--- config.mk ---
export PLATFORM = sky130hd
export DESIGN_NAME = instr_fetch_unit
export DESIGN_NICKNAME = d
export VERILOG_FILES = /design/src/rtl/fetch_pkg.sv /design/src/rtl/fetch_queue.sv /design/src/rtl/instr_fetch_unit.sv
export SDC_FILE = /design/constraint.sdc
export NUM_CORES = 1
export LEC_CHECK = 0
export ABC_CLOCK_PERIOD_IN_PS = 5700
export CELL_PAD_IN_SITES_DETAIL_PLACEMENT = 1
export CELL_PAD_IN_SITES_GLOBAL_PLACEMENT = 1
export CORE_MARGIN = 1.5
export CORE_UTILIZATION = 36
export DETAILED_ROUTE_END_ITERATION = 10
export GPL_ROUTABILITY_DRIVEN = 0
export PLACE_DENSITY = 0.79
export SETUP_SLACK_MARGIN = 0.2
export SKIP_LAST_GASP = 1
export SYNTH_ARGS = -nofsm -noshare
export SYNTH_HDL_FRONTEND = slang
export SYNTH_SLANG_ARGS = --single-unit
--- constraint.sdc ---
create_clock -name clock -period 5.7 [get_ports clock]
set_clock_uncertainty 0.1 [all_clocks]
set_input_delay 1.71 -clock clock [delete_from_list [all_inputs] [get_ports clock]]
set_output_delay 1.71 -clock clock [all_outputs]
set_load 0.05 [all_outputs]
--- src/rtl/fetch_pkg.sv ---
// Shared constants and types for the instruction fetch stage.
package fetch_pkg;

    localparam logic [15:0] HALT_WORD = 16'hFFFF;
    localparam int unsigned PC_STEP   = 2;

    typedef enum logic {
        RUN,
        HALT
    } fetch_state_t;

    typedef struct packed {
        logic [15:0] instr;
        logic [15:0] pc;
    } fetch_entry_t;

endpackage

--- src/rtl/fetch_queue.sv ---
// Prefetch FIFO holding {instr, pc} entries; flush overrides push and pop.
module fetch_queue #(
    parameter int unsigned WIDTH = 32,
    parameter int unsigned DEPTH = 2
) (
    input  logic                         clock,
    input  logic                         reset_n,
    input  logic                         flush,
    input  logic                         push,
    input  logic [WIDTH-1:0]             push_data,
    input  logic                         pop,
    output logic [$clog2(DEPTH+1)-1:0]   count,
    output logic [WIDTH-1:0]             head
);

    localparam int unsigned AW = $clog2(DEPTH);
    localparam int unsigned CW = $clog2(DEPTH+1);

    logic [WIDTH-1:0] mem [DEPTH];
    logic [AW-1:0]    rd_ptr;
    logic [AW-1:0]    wr_ptr;

    always_ff @(posedge clock) begin
        if (!reset_n || flush) begin
            rd_ptr <= '0;
            wr_ptr <= '0;
            count  <= '0;
        end else begin
            if (push) wr_ptr <= wr_ptr + AW'(1);
            if (pop)  rd_ptr <= rd_ptr + AW'(1);
            count <= count + CW'(push) - CW'(pop);
        end
    end

    always_ff @(posedge clock) begin
        if (reset_n && !flush && push) mem[wr_ptr] <= push_data;
    end

    // Credit-based issue in the parent guarantees these never fire.
    always_ff @(posedge clock) begin
        if (reset_n && !flush) begin
            assert (!(push && !pop && count == CW'(DEPTH)));
            assert (!(pop && count == '0));
        end
    end

    assign head = mem[rd_ptr];

endmodule

--- src/rtl/instr_fetch_unit.sv ---
// Fetch stage: owns the PC, issues one-cycle-latency memory reads and
// buffers returned words for decode; stops after the halt word.
module instr_fetch_unit
    import fetch_pkg::*;
#(
    parameter int unsigned      ADDR_W   = 16,
    parameter int unsigned      DATA_W   = 16,
    parameter int unsigned      DEPTH    = 2,
    parameter logic [ADDR_W-1:0] RESET_PC = '0
) (
    input  logic              clock,
    input  logic              reset_n,
    output logic              imem_req,
    output logic [ADDR_W-1:0] imem_addr,
    input  logic [DATA_W-1:0] imem_rdata,
    output logic [DATA_W-1:0] ir,
    output logic [ADDR_W-1:0] ir_pc,
    output logic              ir_valid,
    input  logic              ir_ready,
    input  logic              redirect,
    input  logic [ADDR_W-1:0] redirect_pc,
    output logic              halted
);

    localparam int unsigned CW = $clog2(DEPTH+1);
    localparam int unsigned EW = DATA_W + ADDR_W;

    fetch_state_t      state, state_next;
    logic [ADDR_W-1:0] fetch_pc, fetch_pc_next;
    logic              inflight, inflight_next;
    logic [ADDR_W-1:0] inflight_pc, inflight_pc_next;

    logic [CW-1:0]     q_count;
    logic [EW-1:0]     q_head;
    logic              pop, enq, halt_resp, issue;
    logic [CW:0]       occupancy;

    fetch_queue #(
        .WIDTH (EW),
        .DEPTH (DEPTH)
    ) u_queue (
        .clock     (clock),
        .reset_n   (reset_n),
        .flush     (redirect),
        .push      (enq),
        .push_data ({imem_rdata, inflight_pc}),
        .pop       (pop),
        .count     (q_count),
        .head      (q_head)
    );

    always_ff @(posedge clock) begin
        if (!reset_n) begin
            state       <= RUN;
            fetch_pc    <= RESET_PC;
            inflight    <= 1'b0;
            inflight_pc <= '0;
        end else begin
            state       <= state_next;
            fetch_pc    <= fetch_pc_next;
            inflight    <= inflight_next;
            inflight_pc <= inflight_pc_next;
        end
    end

    always_comb begin
        ir_valid  = reset_n && (q_count != '0);
        pop       = ir_valid && ir_ready && !redirect;
        enq       = reset_n && inflight && !redirect;
        halt_resp = enq && (imem_rdata == DATA_W'(HALT_WORD));
        occupancy = (CW+1)'(q_count) + (CW+1)'(inflight) - (CW+1)'(pop);
        // A halt word arriving this cycle already blocks the next request.
        issue     = reset_n && (state == RUN) && !redirect && !halt_resp
                    && (occupancy < (CW+1)'(DEPTH));

        imem_req  = issue;
        imem_addr = fetch_pc;
        ir        = reset_n ? q_head[EW-1:ADDR_W] : '0;
        ir_pc     = reset_n ? q_head[ADDR_W-1:0]  : '0;
        halted    = reset_n && (state == HALT) && !inflight;

        state_next       = state;
        fetch_pc_next    = fetch_pc;
        inflight_next    = issue;
        inflight_pc_next = issue ? fetch_pc : inflight_pc;

        if (redirect) begin
            state_next    = RUN;
            fetch_pc_next = redirect_pc & ~ADDR_W'(1);
        end else begin
            if (issue)     fetch_pc_next = fetch_pc + ADDR_W'(PC_STEP);
            if (halt_resp) state_next    = HALT;
        end
    end

endmodule

==> impl_metrics.yaml <==
logic_synthesis:
  synth_area_um2: 4140
  synth_edf_count: 62
  yosys.area.top_type: "edfxtp_1"
  async_flop_share_pct: 0
  netlist.area_leader.share_pct: 45.0
  syn_inst: 354
  ys_ff_latch: 99
  seq_area_frac_synth_pct: 62.9
  synthTopCellsByArea: "edfxtp_1 (45%), dfxtp_1 (18%), mux2i_1 (7.7%)"
  synth_top_flop_cell: "edfxtp_1"
  postSynthAreaPerCell_um2: 11.7
  yosys-top-cells-count: "edfxtp_1 (62), nor2_1 (45), nand2_1 (42)"
  synth_cell_types: 46
  yosysMostFrequentCell: "edfxtp_1"
  yosysWarnings: 0
min_path:
  worstHoldEndpoint: "u_queue.mem[0][15]"
  hp-start: "inflight_pc[15]"
  whs_path_depth: 0
  hold_class: "register to register"
flow_run:
  max-cap-violations: 0
placed_design:
  placedCellCount: 570
  port_buffers: 83
  dp_hpwl_um: 7410
  placed_area_um2: 5110
  post-place-ws_ns: -0.0813
power:
  power_per_cell_area_nw_per_um2: 289
  power.leakage_uw: 0.00192
  fin_total_pwr_uw: 1570
  vdd_drop_max_mv: 0.134
drt:
  remaining_drc_errors: 0
  wl_met1_um: 4580
  dr_total_vias: 3043
  met3_length_um: 471
  drt_first_pass_iters: 4
  routed_via_density: 5.16
  ant_nets: 0
  highest_layer: "met4"
  routed_wl_um: 10700
  wire_per_inst_um: 18.1
  wl_met2_um: 5360
  drt_iter0_drc: 101
final_layout:
  final_util_pct: 49.3
  fillers: 1178
  drive_gt1_share_pct: 17.8
  finalNonFillerCells: 590
  layout.nets: 486
  finalInstanceArea_um2: 5430
  areaGrowthSynthToFinish_pct: 31.3
  num_antenna_cells: 0
clock_tree:
  clk_pin_slew_ns: 0.07
  cts_made_buffers: 9
  cts_tree: "done"
  cts_max_path_buffers: 2
  clock-sinks: 99
  insertion_delay_ns: 0.34
  ctsRootBufferMaster: "clkbuf_16"
  htree_levels: 3
critical_path:
  cp-start-kind: "input pin"
  r2r.worst_path.cells: 13
  end_kind: "output port"
  reg2reg_slack_ns: 2.69
  worstPathArrival_ns: 3.58
  cp.required_ns: 3.89
  crit_type: "input pin to output port"
  crit_fanout: 2
  startpoint: "ir_ready"
  r2r-end: "imem_addr[7]"
  worstReg2RegStart: "u_queue.count[1]"
floorplanning:
  coreArea_um2: 11000
  die_h_um: 110
  die_w_um: 110
  boundaryPins: 87
  initial_core_util_pct: 37.5
  rows: 38
  die_area_um2: 12100
global_route:
  grt_max_degree: 36
  grt_pass1_wl_um: 16700
  grt.total_usage_pct: 18.6
  grt_antenna_before_repair: 0
  grt_pass1_vias: 3216
  grt-ovfl-total: 0
timing:
  slew_viol_final: 0
  period_share_pct: 94.5
  fmax_mhz: 186
  fin_ws_ns: 0.311
  setup_viol: 0
  max_slew_margin_pct: 33.3
  rsz0062_at_grt: "no"
  worstMarginPinSlew_ns: 1.00
  finalHoldViolCount: 0
  period_needed_ns: 5.39
status:
  status: "finished, final reports clean"
cell type report:
| class | count | area [um2] | area share [%] |
|---|---|---|---|
| Inverter | 10 | 37.5 | 0.691 |
| Sequential cell | 99 | 2600 | 47.9 |
| Clock buffer | 13 | 272 | 5.00 |
| Timing Repair Buffer | 99 | 896 | 16.5 |
| Multi-Input combinational cell | 226 | 1430 | 26.3 |
| Tap cell | 140 | 175 | 3.22 |
| Clock inverter | 3 | 18.8 | 0.345 |
sequential cells by signal (all words and copies together), names as in the netlist, named ones only:
register,count
u_queue.wr_ptr,1
u_queue.mem,62
state,1
inflight,1
u_queue.count,2
u_queue.rd_ptr,1
inflight_pc,15
imem_addr,15
worst max-delay path by stage:
stage / end / cells after the start
after floorplan: imem_req / 12
after global placement: imem_req / 12
after detailed placement: imem_req / 12
after CTS: imem_req / 12
after global routing: imem_req / 12
final: imem_req / 12
through the flow:
step,setup TNS [ns],hold slack [ns]
after floorplan,0,0.325
after global placement,-0.0382,0.332
after detailed placement,-0.0813,0.339
after CTS,0,0.355
after global routing,0,0.373
final,0,0.352
metal layers:
metal,global-route usage [%],vias to the layer above
met3,3.29,16
li1,-,1464
met2,31.0,79
met4,8.61,0
met1,23.7,1484
met5,0,-
repair_timing:
action	4_1_cts	5_1_grt
hold buffers	0	0
endpoints found under the setup margin	1	1
buffers inserted	3	1
gates resized for setup	14	1
pin swaps	4	4
layout by cell type, fill, tap and decap left out, types with 6 or more instances in the layout:
cell type and count:
a21oi_1 22, a221o_1 6, a31oi_1 6, buf_4 46, clkbuf_16 10, clkdlybuf4s50_1 47
dfxtp_1 36, edfxtp_1 62, inv_1 7, mux2i_1 32, nand2_1 41, nand4_1 8
nor2_1 43
power breakdown:
group	leakage, uW	switching [uW]	internal (uW)
registers	0.000882	21.5	776
logic	0.000895	116	69.2
clock network	0.000141	255	334
worst max-delay path, stage by stage:
cell and delay [ns]:
clkdlybuf4s15_1 0.18, o21ai_2 0.08, nor2_2 0.05, ha_1 0.28, inv_2 0.07, nand2_2 0.05, fa_2 0.35, xor2_2 0.17
nor4b_4 0.28, o21ai_2 0.11, inv_2 0.10, buf_12 0.14
cells by family after synthesis:
group | Yosys count | synth area share (%)
XOR/XNOR | 6 | 1.27
AND/OR/NAND/NOR | 125 | 14.3
adder cells (fa/ha/maj) | 5 | 1.69
other | 1 | 0.0906
AO/OA/AOI/OAI | 55 | 8.46
buffers and inverters | 30 | 3.30
flip-flops | 99 | 62.9
multiplexers | 33 | 8.01
(Power assumes the default switching activity.)
